### src/rtl/wd_out_collector.sv
// WD output collector: groups WD result words into bursts, queues them in a
// first-word-fall-through FIFO, and keeps per-burst maximum and burst count.
module wd_out_collector #(
   parameter int unsigned DEPTH = 8
) (
   input  logic        clk,
   input  logic        rst_n,
   input  logic        in_valid,
   input  logic [4:0]  result,
   input  logic [10:0] out_value,
   input  logic        out_ready,
   output logic        out_valid,
   output logic [15:0] out_data,
   output logic        out_last,
   output logic [10:0] max_value,
   output logic [7:0]  burst_cnt,
   output logic        overflow
);

   localparam int unsigned PW = $clog2(DEPTH);
   localparam int unsigned CW = $clog2(DEPTH + 1);
   localparam int unsigned EW = 17;

   typedef enum logic {IDLE, PEND} state_t;

   state_t        state;
   logic [15:0]   pend_word;
   logic [10:0]   run_max;
   logic [EW-1:0] mem [DEPTH];
   logic [PW-1:0] wr_ptr;
   logic [PW-1:0] rd_ptr;
   logic [CW-1:0] count;

   logic          push_c;
   logic          push_last_c;
   logic [EW-1:0] push_entry_c;
   logic          pop_c;
   logic          full_c;
   logic          wr_en_c;
   logic [PW-1:0] rd_nxt_c;
   logic [CW-1:0] count_nxt_c;
   logic [EW-1:0] head_nxt_c;
   logic [10:0]   max_upd_c;

   // Push/pop decisions and the next head entry for the registered outputs.
   always_comb begin
      push_c       = (state == PEND);
      push_last_c  = ~in_valid;
      push_entry_c = {push_last_c, pend_word};
      pop_c        = out_valid & out_ready;
      full_c       = (count == CW'(DEPTH));
      wr_en_c      = push_c & (~full_c | pop_c);
      rd_nxt_c     = pop_c ? rd_ptr + PW'(1) : rd_ptr;
      count_nxt_c  = count;
      if (wr_en_c && !pop_c)
         count_nxt_c = count + CW'(1);
      else if (!wr_en_c && pop_c)
         count_nxt_c = count - CW'(1);
      head_nxt_c = mem[rd_nxt_c];
      if (wr_en_c && (wr_ptr == rd_nxt_c))
         head_nxt_c = push_entry_c;
      max_upd_c = (out_value > run_max) ? out_value : run_max;
   end

   // Burst FSM: pending word capture, running maximum and burst statistics.
   always_ff @(posedge clk or negedge rst_n) begin
      if (!rst_n) begin
         state     <= IDLE;
         pend_word <= '0;
         run_max   <= '0;
         max_value <= '0;
         burst_cnt <= '0;
         overflow  <= 1'b0;
      end else begin
         if (push_c && full_c && !pop_c)
            overflow <= 1'b1;
         case (state)
            IDLE: begin
               if (in_valid) begin
                  pend_word <= {result, out_value};
                  run_max   <= out_value;
                  state     <= PEND;
               end
            end
            PEND: begin
               if (in_valid) begin
                  pend_word <= {result, out_value};
                  run_max   <= max_upd_c;
               end else begin
                  max_value <= run_max;
                  burst_cnt <= burst_cnt + 8'(1);
                  state     <= IDLE;
               end
            end
            default: state <= IDLE;
         endcase
      end
   end

   // FIFO storage, pointers, occupancy and registered head outputs.
   always_ff @(posedge clk or negedge rst_n) begin
      if (!rst_n) begin
         for (int i = 0; i < int'(DEPTH); i++)
            mem[i] <= '0;
         wr_ptr    <= '0;
         rd_ptr    <= '0;
         count     <= '0;
         out_valid <= 1'b0;
         out_data  <= '0;
         out_last  <= 1'b0;
      end else begin
         if (wr_en_c) begin
            mem[wr_ptr] <= push_entry_c;
            wr_ptr      <= wr_ptr + PW'(1);
         end
         rd_ptr    <= rd_nxt_c;
         count     <= count_nxt_c;
         out_valid <= (count_nxt_c != '0);
         if (count_nxt_c != '0) begin
            out_data <= head_nxt_c[15:0];
            out_last <= head_nxt_c[16];
         end
      end
   end

endmodule
### config.mk
export PLATFORM = sky130hd
export DESIGN_NAME = wd_out_collector
export DESIGN_NICKNAME = d
export VERILOG_FILES = /design/src/rtl/wd_out_collector.sv
export SDC_FILE = /design/constraint.sdc
export NUM_CORES = 1
export LEC_CHECK = 0
export ABC_AREA = 1
export BUFFER_PORTS_ARGS = -buffer_cell sky130_fd_sc_hd__buf_4
export CORE_UTILIZATION = 35
export CTS_CLUSTER_SIZE = 24
export DETAILED_ROUTE_END_ITERATION = 16
export GPL_TIMING_DRIVEN = 0
export RECOVER_POWER = 100
export SLEW_MARGIN = 15
export SYNTH_ARGS = -nofsm -noshare
export SYNTH_HDL_FRONTEND = slang
export SYNTH_SLANG_ARGS = --single-unit
### constraint.sdc
create_clock -name clk -period 2.3 [get_ports clk]
set_input_delay 0 -clock clk [delete_from_list [all_inputs] [get_ports clk]]
set_output_delay 0 -clock clk [all_outputs]
set_load 0.01 [all_outputs]
# == Word-level counts from Yosys, hierarchy flattened ==
# Index checks and enable logic that the tools add are counted.
# totals
ff_bits,212
in_bits,20
out_inout_bits,38
elab_cells,69
# classes
add_sub_neg,5
order_cmp,4
n_eq_ne,5
mux,16
bitwise_logic,8
reduce_logical,11
# op_table
operator,n
bitwise mux 136 bit,1
two-way mux 17 bit,4
binary-select mux 17 bit (select 3 bit),1
demux 17 bit (select 3 bit),1
two-way mux 11 bit,3
one-hot mux 11 bit (2 select lines),1
two-way mux 16 bit,1
> comparator 11 bit,1
adder 8 x 1 -> 8 bit (second input constant),1
greater-or-equal comparator 4 bit (second input constant),2
two-way mux 4 bit,2
NOT 3 -> 4 bit,2
adder 3 x 1 -> 3 bit (second input constant),2
logical AND 1 bit,6
adder 4 x 1 -> 4 bit (second input constant),1
== test 4 bit (second input constant),1
< comparator 4 x 1 -> 1 bit (second input constant),1
inequality test 2 bit (second input constant),2
nonzero test 4 bit,1
subtractor 4 x 1 -> 4 bit (second input constant),1
== test 3 bit,1
two-way mux 3 bit,1
NOT 1 bit,3
AND reduction 3 bit,1
6 further kinds,8

# == Longest topological paths before layout ==
# logic_depth
depth_word,9
ltp_mapped,14

# == Worst setup path after synthesis ==
# Ideal clock, no wire load.
# synth_path
kind,register to register
from,register count[0]
to,register out_data[11]
setup_ns,0.117
t_arrival_ns,1.678
required_time_ns,2.183
setup_slack_ns,0.505
path_stages_with_launch,13
path_buffers,1
path_cell_list,dfrtp_1 inv_1 ha_1 nand3_2 nand3_2 inv_2 nand2_1 nand2_2 nor2_8 nand3_4 buf_4 nand3_1 nand2_1
# synth_via
elab_chain_cells,9
elab_cells_between_ends,14
cone_classes,add/sub: 2; eq/ne: 1; mux: 3; bitwise: 3; reduce/logical: 5
# synth_rtl
item,line,text
from (decl),32,logic [CW-1:0] count;
from (signal assigned),117,count <= count_nxt_c;
== test 4 bit,51,full_c = (count == CW'(DEPTH));
NOT 1 bit,52,wr_en_c = push_c & (~full_c | pop_c);
bitwise OR 1 bit,52,
AND 1 bit,52,
zero test 1 bit,57,else if (!wr_en_c && pop_c)
logical AND 1 bit,57,
two-way mux 4 bit,57,
two-way mux 4 bit *,55,if (wr_en_c && !pop_c)
net count_nxt_c[0],41,logic [CW-1:0] count_nxt_c;
nonzero test 4 bit *,119,if (count_nxt_c != '0) begin
to (signal assigned),120,out_data <= head_nxt_c[15:0];
to (decl),13,"output logic [15:0] out_data,"
# Mark *: on every way through the listed nets, which the timed path passes. The rest lies on a longest branch.
# A chain may end at the register's enable or synchronous reset.

# == Worst setup path in the final report ==
# layout_path
from,register out_valid
to,register out_data[11]
# layout_via
elab_chain_cells,8
elab_cells_between_ends,18
cone_classes,eq/ne: 1; mux: 7; bitwise: 4; reduce/logical: 6
# layout_rtl
item,line,text
from (decl),12,"output logic out_valid,"
from (signal assigned),118,out_valid <= (count_nxt_c != '0);
AND 1 bit *,50,pop_c = out_valid & out_ready;
"parallel branches: the longest is 7 deep, another holds binary-select mux 17 bit (select 3 bit)",-,
# Every way passes the cells marked *. The select of a mux whose other input is x is not followed.

==> impl_results.md <==
* Most common cell after layout, fill and taps aside: nand2_1
* Leak at 5.66 nW
* FF+latch area at 0.00531 mm^2
* CTS tree: done
* DP Wirelength at 20,300 um
* Syn_nets at 1,223
* Total GRT Usage at 19.8%
* Unrepaired setup endpoints after global routing: false
* Setup crit end kind: register
* Final Max Tran Viols at 0
* NumNets Final at 1,333
* Worst vdd ir at 0.755 mV
* Simple-Gate Fraction of Synth Area at 28.6%
* Worst slew pin tran at 1.32 ns
* Post-Synth Adder-Cell Area at 2.01%
* Critical Path, Cell by Cell: buf_4 > nand2_8 > nand2_2 > clkbuf_1 > nand3_1 > nand3_1 > nand3_1 > nand3_1 > nand3_1 > nand2_1
* Final setup viols at 0
* CP peak stage delay at 0.51 ns
* Drt drc at 0
* I/O pin count at 58
* CP max FO at 10
* Initial Util at 35.7%
* Register area share after synthesis at 53.2%
* Setup_tns at 0 ns
* Routed via count at 8,614
* Most frequent cells in the layout: nand2_1, nand3_1, dfrtp_1
* Synthesis Warnings at 0
* Worst EP arrival at 2.61 ns
* Placer congestion estimate at 0.829
* Core footprint at 0.0279 mm^2
* Post-Syn Instances at 1,187
* Worst rel slew slack at 11.7%
* Run status: finished clean
* Area Overhead vs Synth at 18.3%
* Worst hold path class: in -> reg
* Critical path class: reg -> reg
* Vias in the first global route at 8,104
* Post-synth cell types at 32
* First-pass DRT Iterations at 5
* CP Launch Type: register
* WL/cell at 16.5 um
* First-pass GRT wire length at 45,300 um
* IO Port Bufs at 56
* Fmax at 464 MHz
* Ant diodes at 0
* Post-synthesis compound-gate area fraction at 8.90%
* Synth top area cells: dfrtp_1, nand2_1, nand3_1
* Final Skew at 0.00789 ns
* Final non-filler cell area at 0.0118 mm^2
* Global route overflow at 0
* Worst-Skew Late Latency at 0.51 ns
* CTS buffer count at 24
* Slowest CP cell: clkbuf_1
* Dpl ws at -0.197 ns
* Endpoints failing hold at 0
* Fin crit period at 2.15 ns
* Final setup margin at 0.145 ns
* CTS Buffer Depth at 3
* Critical Path RT at 2.75 ns
* Die ar. at 0.0292 mm^2
* Family with the most delay on the worst path: simple AND/OR/NAND/NOR gates
* R2r setup slk at 0.15 ns
* Synth Area in XOR/XNOR at 1.05%
* Initial antenna violation count at 0
* Hold Worst Slack at 0.184 ns
* DP Area at 0.0109 mm^2
* Synth Register Bits at 212
* Largest family of logic cells by synthesized area: simple AND/OR/NAND/NOR gates
* Initial drt markers at 930
* Largest area contributor in the netlist: dfrtp_1
* Detail Route Antenna Nets at 0
* Cells after DPL at 1,623
* Layout fillers at 2,885
* Clk pin slew, worst setup/hold paths at 0.06 ns
* Multi-input logic area at 0.00406 mm^2
* Share of cells above drive strength 1 at 11.1%
* Drt total wl at 27,900 um
* Multiplexer share of the synthesized area at 0%
* Die W at 171 um
* Fin crit share at 93.7%
* Mapped cell area at 0.00998 mm^2
* Pwr dens at 1520 mW/mm^2
* Finished Layout Cells at 1,690
* Total clock sinks at 212
* Post-synth top area share at 53.2%
* Worst Path Buf+Inv at 2
* Root Buffer Master: clkbuf_16
* Max-Cap Viols at 0
* Mapped Avg Cell Area at 8.41 um^2
* Most common cell on crit path: nand3_1
* Rows at 61
* Pin count of the biggest net entering global routing at 96
* Die Ht at 171 um
* H-tree levels at 1
* Via-to-Cell Ratio at 5.10
sequential cells by signal, summed over array words and instances (netlist names), 3 cells and up:
register and cells:
mem 136, out_data 16, pend_word 16, max_value 11, run_max 11, burst_cnt 8
count 4, rd_ptr 3, wr_ptr 3
worst paths after layout:
kind,from,to,cells past startpoint
max in group asynchronous,rst_n,mem[122]$_DFFE_PN0P_,3
min,in_valid,push_c$_DFF_PN0_,2
max,out_valid$_DFF_PN0_,out_data[11]$_DFFE_PN0P_,10
max reg2reg,out_valid$_DFF_PN0_,out_data[11]$_DFFE_PN0P_,10
min in group asynchronous,rst_n,out_data[11]$_DFFE_PN0P_,3
min reg2reg,max_value[0]$_DFFE_PN0P_,max_value[0]$_DFFE_PN0P_,2
where the power goes:
part	switching, mW	total, mW	internal (mW)
combinational	5.18	7.91	2.73
sequential	0.888	6.18	5.29
clock	1.53	3.83	2.30
total	7.59	17.9	10.3
kinds of logic (layout without fill, tap and decap cells):
family,count (synthesis),count (layout)
AOI/OAI and AO/OA,175,175
xor gates and xnor gates,12,12
DFF,212,212
adders and majority gates,16,16
and+or+nand+nor,627,627
buffers and inverters,145,270
layer usage:
layer | vias up | GRT usage, % | share of wire (%)
met5 | - | 0 | 0
met4 | 0 | 3.84 | 1.6
met3 | 35 | 2.71 | 5.1
met2 | 219 | 30.3 | 45
met1 | 4215 | 29.9 | 48
li1 | 4145 | - | -
per-stage QoR:
stage,total power [mW],utilization [%]
2_1_floorplan,11.4,-
3_5_place_dp,14.1,39.1
6_report,17.9,42.2
3_3_place_gp,14.0,38.9
5_1_grt,19.4,42.2
4_1_cts,18.1,42.7
cells in the mapped netlist:
master and instances:
clkbuf_1 34, a21oi_1 5, o21a_1 1, clkinv_1 1, o21bai_1 1, o21ai_2 2
nor2_2 1, buf_6 3, nand4_1 9, nand2_2 8, nand2_1 349, buf_1 2
nor2_4 3, nor2_1 11, nand2_8 1, nand3_4 1, nand3_1 224, nand3b_1 8
nand3_2 4, dfrtp_1 212, inv_2 7, ha_1 16, inv_1 67, xnor2_1 4
buf_2 24, nand4_2 6, o21ai_1 4, o21ai_0 162, xor2_1 8, nor3_1 1
nor2_8 1, buf_4 7
worst register-to-register path, stage by stage (launching register included):
cell and delay, ns:
dfrtp_1 0.35, buf_4 0.18, nand2_8 0.09, nand2_2 0.20, clkbuf_1 0.51, nand3_1 0.17, nand3_1 0.18, nand3_1 0.10
nand3_1 0.14, nand3_1 0.10, nand2_1 0.08
cell type report:
cell class	count	area share, %
sequential	212	45.0
multi-input combinational	830	34.4
clock buffer	34	6.18
timing repair buffer	84	4.47
tap	378	4.01
buffer	70	3.09
inverter	75	2.39
clock inverter	7	0.541
repair_timing:
| item | 4_1_cts | 5_1_grt |
|---|---|---|
| endpoints found under the setup margin | 11 | 74 |
| hold endpoints to repair | 241 | 0 |
| pin swaps | 0 | 2 |
| hold buffers | 20 | 0 |
| buffers inserted | 0 | 6 |
| gates resized for setup | 2 | 28 |
Power figures use the tool's default switching activity.
